<file path="src/rtl/spi_pkg.sv">
// Shared constants, FIFO entry type and status-word packing for the SPI slave receiver.
package spi_pkg;

  localparam logic SPI_DATA = 1'b1;
  localparam logic SPI_CMD  = 1'b0;

  localparam int unsigned SPI_BITS = 8;

  localparam int unsigned RD_VALID   = 31;
  localparam int unsigned RD_OVR     = 30;
  localparam int unsigned RD_FERR    = 29;
  localparam int unsigned RD_LVL_LSB = 24;
  localparam int unsigned RD_LVL_W   = 4;
  localparam int unsigned RD_DC      = 8;

  // CPOL=1: sck idles high, data changes on the falling edge and is sampled on the rising edge
  localparam logic CPOL = 1'b1;

  typedef struct packed {
    logic                dc;
    logic [SPI_BITS-1:0] data;
  } spi_entry_t;

  // Head fields are forced to zero when the FIFO is empty
  function automatic logic [31:0] pack_rdata(input logic                valid,
                                             input logic                ovr,
                                             input logic                ferr,
                                             input logic [RD_LVL_W-1:0] lvl,
                                             input spi_entry_t          head);
    logic [31:0] w;
    w = '0;
    w[RD_VALID] = valid;
    w[RD_OVR]   = ovr;
    w[RD_FERR]  = ferr;
    w[RD_LVL_LSB +: RD_LVL_W] = lvl;
    if (valid) begin
      w[RD_DC]          = head.dc;
      w[SPI_BITS-1:0]   = head.data;
    end
    return w;
  endfunction

endpackage

</file>
<file path="src/rtl/spi_rx_fifo.sv">
// Synchronous FIFO of {dc, byte} entries; a pop frees a slot for a same-cycle push when full.
module spi_rx_fifo
  import spi_pkg::*;
#(
  parameter int unsigned DEPTH = 4,
  parameter int unsigned LW    = 3
) (
  input  logic          clk,
  input  logic          reset_,
  input  logic          push,
  input  logic          pop,
  input  spi_entry_t    din,
  output spi_entry_t    dout,
  output logic [LW-1:0] level,
  output logic          full,
  output logic          empty
);

  localparam int unsigned AW = LW - 1;

  spi_entry_t    r_mem [DEPTH];
  logic [AW-1:0] r_wr_ptr;
  logic [AW-1:0] r_rd_ptr;
  logic [LW-1:0] r_level;
  logic          w_pop_ok;
  logic          w_push_ok;

  assign full      = (r_level == LW'(DEPTH));
  assign empty     = (r_level == '0);
  assign w_pop_ok  = pop & ~empty;
  assign w_push_ok = push & (~full | w_pop_ok);
  assign dout      = r_mem[r_rd_ptr];
  assign level     = r_level;

  always_ff @(posedge clk or negedge reset_) begin
    if (!reset_) begin
      r_wr_ptr <= '0;
      r_rd_ptr <= '0;
      r_level  <= '0;
    end else begin
      if (w_push_ok) r_wr_ptr <= r_wr_ptr + AW'(1);
      if (w_pop_ok)  r_rd_ptr <= r_rd_ptr + AW'(1);
      case ({w_push_ok, w_pop_ok})
        2'b10:   r_level <= r_level + LW'(1);
        2'b01:   r_level <= r_level - LW'(1);
        default: r_level <= r_level;
      endcase
    end
  end

  // Storage needs no reset; empty entries are masked downstream
  always_ff @(posedge clk) begin
    if (w_push_ok) r_mem[r_wr_ptr] <= din;
  end

endmodule

</file>
<file path="src/rtl/spi_rx.sv">
// SPI slave receiver (CPOL=1, MSB first): oversamples the pins, assembles bytes with their
// D/C qualifier into a FIFO and presents head entry plus status as a registered CPU word.
module spi_rx
  import spi_pkg::*;
#(
  parameter int unsigned DEPTH = 4,
  parameter int unsigned LW    = 3
) (
  input  logic        clk,
  input  logic        reset_,
  input  logic        sck_in,
  input  logic        cs_in_,
  input  logic        sdi,
  input  logic        dc_in,
  input  logic        pop,
  input  logic        clr,
  output logic [31:0] rdata,
  output logic        irq
);

  localparam int unsigned CW = $clog2(SPI_BITS);

  logic                r_sck_m, r_sck_s, r_sck_d;
  logic                r_cs_m, r_cs_s, r_cs_d;
  logic                r_sdi_m, r_sdi_s;
  logic                r_dc_m, r_dc_s;
  logic [CW-1:0]       r_cnt;
  logic [SPI_BITS-2:0] r_shift;
  logic                r_ovr;
  logic                r_ferr;

  logic                w_sck_rise;
  logic                w_cs_fall;
  logic                w_cs_rise;
  logic                w_capture;
  logic                w_push;
  logic                w_ferr_evt;
  logic                w_ovr_evt;
  spi_entry_t          w_push_data;
  spi_entry_t          w_head;
  logic [LW-1:0]       w_level;
  logic                w_full;
  logic                w_empty;

  // Two-flop synchronizers plus a delayed copy for edge detection; reset to idle pin levels
  always_ff @(posedge clk or negedge reset_) begin
    if (!reset_) begin
      r_sck_m <= CPOL;  r_sck_s <= CPOL;  r_sck_d <= CPOL;
      r_cs_m  <= 1'b1;  r_cs_s  <= 1'b1;  r_cs_d  <= 1'b1;
      r_sdi_m <= 1'b0;  r_sdi_s <= 1'b0;
      r_dc_m  <= 1'b0;  r_dc_s  <= 1'b0;
    end else begin
      r_sck_m <= sck_in;  r_sck_s <= r_sck_m;  r_sck_d <= r_sck_s;
      r_cs_m  <= cs_in_;  r_cs_s  <= r_cs_m;   r_cs_d  <= r_cs_s;
      r_sdi_m <= sdi;     r_sdi_s <= r_sdi_m;
      r_dc_m  <= dc_in;   r_dc_s  <= r_dc_m;
    end
  end

  assign w_sck_rise  = r_sck_s & ~r_sck_d;
  assign w_cs_fall   = ~r_cs_s & r_cs_d;
  assign w_cs_rise   = r_cs_s & ~r_cs_d;
  assign w_capture   = w_sck_rise & ~r_cs_s & ~w_cs_fall;
  assign w_push      = w_capture & (r_cnt == CW'(SPI_BITS - 1));
  assign w_push_data = '{dc: r_dc_s, data: {r_shift, r_sdi_s}};
  assign w_ferr_evt  = w_cs_rise & (r_cnt != '0);
  // Full implies non-empty, so a coincident pop always makes room
  assign w_ovr_evt   = w_push & w_full & ~pop;

  always_ff @(posedge clk or negedge reset_) begin
    if (!reset_) begin
      r_cnt   <= '0;
      r_shift <= '0;
    end else if (w_cs_fall) begin
      r_cnt   <= '0;
      r_shift <= '0;
    end else if (w_cs_rise) begin
      r_cnt   <= '0;
    end else if (w_capture) begin
      r_shift <= {r_shift[SPI_BITS-3:0], r_sdi_s};
      r_cnt   <= w_push ? '0 : r_cnt + CW'(1);
    end
  end

  // A new error event outranks a same-cycle clear
  always_ff @(posedge clk or negedge reset_) begin
    if (!reset_) begin
      r_ovr  <= 1'b0;
      r_ferr <= 1'b0;
    end else begin
      r_ovr  <= w_ovr_evt  | (r_ovr  & ~clr);
      r_ferr <= w_ferr_evt | (r_ferr & ~clr);
    end
  end

  spi_rx_fifo #(
    .DEPTH (DEPTH),
    .LW    (LW)
  ) u_fifo (
    .clk    (clk),
    .reset_ (reset_),
    .push   (w_push),
    .pop    (pop),
    .din    (w_push_data),
    .dout   (w_head),
    .level  (w_level),
    .full   (w_full),
    .empty  (w_empty)
  );

  always_ff @(posedge clk or negedge reset_) begin
    if (!reset_) begin
      rdata <= '0;
      irq   <= 1'b0;
    end else begin
      rdata <= pack_rdata(~w_empty, r_ovr, r_ferr, RD_LVL_W'(w_level), w_head);
      irq   <= ~w_empty;
    end
  end

endmodule

</file>
<file path="config.mk">
export PLATFORM = sky130hd
export DESIGN_NAME = spi_rx
export DESIGN_NICKNAME = d
export VERILOG_FILES = /design/src/rtl/spi_pkg.sv /design/src/rtl/spi_rx_fifo.sv /design/src/rtl/spi_rx.sv
export SDC_FILE = /design/constraint.sdc
export NUM_CORES = 1
export LEC_CHECK = 0
export ABC_CLOCK_PERIOD_IN_PS = 6200
export BUFFER_PORTS_ARGS = -buffer_cell sky130_fd_sc_hd__buf_2
export CAP_MARGIN = 15
export CORE_ASPECT_RATIO = 0.9
export CORE_MARGIN = 2
export CORE_UTILIZATION = 50
export CTS_BUF_LIST = sky130_fd_sc_hd__clkbuf_16
export DETAILED_ROUTE_END_ITERATION = 8
export PLACE_DENSITY = 0.7
export SYNTH_ARGS = -nofsm -noshare
export SYNTH_HDL_FRONTEND = slang
export SYNTH_SLANG_ARGS = --single-unit
</file>
<file path="constraint.sdc">
create_clock -name clk -period 6.2 [get_ports clk]
set_input_delay 0 -clock clk [delete_from_list [all_inputs] [get_ports clk]]
set_output_delay 0 -clock clk [all_outputs]
set_load 0.01 [all_outputs]
</file>
==> metrics.txt <==
status complete, no violations; final WL 4587 um; first-pass GRT wire length 7521 um; Die Area 6924 um^2; mapped cell area 3137 um^2; pwr dens slightly above 400 nW/um^2; Rows 27; fill count 446; Max Buffers Root-to-Sink 2; Boundary Pins 41; Hold Vio Cnt, Final 0; WP data required around 6400 ps; share of cells above drive strength 1 0.2468; worst vdd ir 0.2259 mV; Die Y about 80 um; asr flop ratio synth 0.5500; Setup Fix Bufs, Post-CTS 0; Final setup viols 0; Post-synth EDFFs 36; CTS root buffer clkbuf_16; Max-slew headroom 0.3427; Fin Setup TNS 0 ps; crit end category flip-flop; unrepaired setup endpoints after global routing no; remaining antenna violation count after routing 0; vias post-DR 1518; Worst-Skew Late Latency 330 ps; Area contributors post-synth edfxtp_1 (34%), dfrtp_1 (30%), mux4_2 (6.5%), dfstp_2 (5.0%), buf_4 (4.3%); number of diodes 0; initial antenna violation count 0; Final Wtd Congestion 0.7868; Period minus WS final 2718 ps; Setup Skew 7.089 ps; Ys Warns 0; multi-input logic area slightly below 800 um^2; Worst setup SP type flip-flop; Via-to-Cell Ratio 5.010; Worst Slack Setup Final around 3500 ps; most frequent cells in the layout dfrtp_1 (38), edfxtp_1 (36), buf_2 (23); Die X 87.49 um; count of buffers from port buffering 23; top cell type's share of synthesized area 0.3446; # DRC 0; top_reg_cell synth dfrtp_1; post-synth top area cell edfxtp_1; Finished Layout Cells 303; GRT Overall Usage 0.1513; CP Class reg2reg; Area Growth Syn to Fin 15.36%; pre-CTS setup slack 3473 ps; Final Cycle Share 0.4383; DR WL/cell 15.14 um; Fmax achieved approximately 0.37 GHz; syn avg cell area around 16 um^2; Synth Instances 191; Worst Tran Pin Value 986.0 ps; CTS Buf Count 9; HPWL Detailed 2896 um; # nets final around 250; clock sinks 80; sequential cell area 2190 um^2; initial core utilization 0.5158; DRT iter0 DRCs 65; max-slew violations 0; Synth cell types 32; clk slew on worst S/H paths 60 ps; Max Cap Viol 0; leading cell type in the layout, fill and taps excluded dfrtp_1; Worst Path Arrival around 2900 ps; first-pass detailed-route iteration total 4; post-synthesis sequential area ratio 0.6980; Leak 0.001540 uW; hold crit path type in2reg; largest net degree at the start of global routing 45; total global routing overflow 0; Resized Gates After CTS 0; Core ar. 6081 um^2; Placed Instances 280; #FFs+latches synth 80; CTS tree done; H-tree depth 3; CP max FO 7; vias in the first global route 1509
==> final timing paths <==
kind	endpoint	start	depth (start not counted)	slack (ps)
setup / recovery	u_fifo.level[2]	r_cs_s	11	3480
hold / removal	r_sck_m	sck_in	2	320
setup reg to reg	u_fifo.level[2]	r_cs_s	11	3480
hold reg to reg	r_sdi_s	r_sdi_m	0	350
max in group asynchronous	r_cnt[2]	reset_	2	5200
min in group asynchronous	r_sdi_s	reset_	2	390
==> critical path, stage by stage (launching register included) <==
cell	delay [ps]
dfstp_2	580
inv_1	50
ha_1	240
nor4b_2	450
and3_1	370
inv_1	70
ha_1	220
inv_1	70
fa_1	170
xor2_1	150
nor2_1	70
xor2_1	150
==> registers in the layout (all words and copies together), names as in the netlist, 2 cells and up <==
| name | flops |
|---|---|
| rdata | 15 |
| u_fifo.r_wr_ptr | 2 |
| u_fifo.r_rd_ptr | 2 |
| r_shift | 7 |
| u_fifo.level | 3 |
| u_fifo.r_mem | 36 |
| r_cnt | 3 |
==> metal layers <==
layer / vias up / track usage / part of all wire / wire length, um
li1: 710 / - / - / -
met1: 767 / 0.1818 / 0.43 / 1976
met2: 33 / 0.2447 / 0.52 / 2392
met3: 8 / 0.06861 / 0.037 / 168
met4: 0 / 0.04615 / 0.011 / 50
met5: - / 0 / 0 / 0
==> cell families after synthesis <==
kind of cell,after synthesis,synth area share
simple gates,27,0.05744
xor+xnor,6,0.01676
other cells,1,0.001196
buf+inv,37,0.06861
fa+ha+maj,11,0.04627
compound gates,19,0.04229
mux,10,0.06940
flops,80,0.6980
==> final cells by class <==
type / instances / area share
flip-flops and latches: 80 / 0.6051
multi-input cells: 90 / 0.2189
clock buffers: 9 / 0.06224
repair buffers: 30 / 0.05118
well taps: 72 / 0.02490
clock inverters: 7 / 0.02213
inverters: 15 / 0.01556
==> power by group <==
group | total, uW | leakage (uW) | switching [uW] | internal [uW]
logic | 257 | 0.000507 | 116 | 141
registers | 691 | 0.000875 | 64.7 | 627
clock network | 529 | 0.000157 | 183 | 346
total | 1480 | 0.00154 | 364 | 1110
==> Yosys cell counts, types with 2 or more instances <==
cell type and count:
a22o_1 7, and2_1 11, and2_2 3, buf_4 18
clkbuf_1 2, dfrtp_1 38, dfstp_2 6, edfxtp_1 36
ha_1 10, inv_1 15, mux4_2 9, nand3_1 3
nor2_1 2, o21ai_0 8, or4b_1 2, xnor2_1 3
xor2_1 3
==> stage by stage <==
stage / hold slack, ps / instance area [um^2] / utilization / total power, uW
floorplan: -295.6 / 3197 / - / 884.1
global placement: 105.9 / 3243 / 0.5333 / 951.1
detailed placement: 106.3 / 3243 / 0.5333 / 957.1
CTS: 301.4 / 3618 / 0.5951 / 1496
global route: 302.3 / 3618 / 0.5951 / 1556
finish: 320.2 / 3618 / 0.5951 / 1477
==> timing repair <==
item	4_1_cts	5_1_grt
endpoints found under the setup margin	0	0
hold buffers	7	0
hold endpoints to repair	45	0
Note: power is estimated with default switching activity, not from simulation.
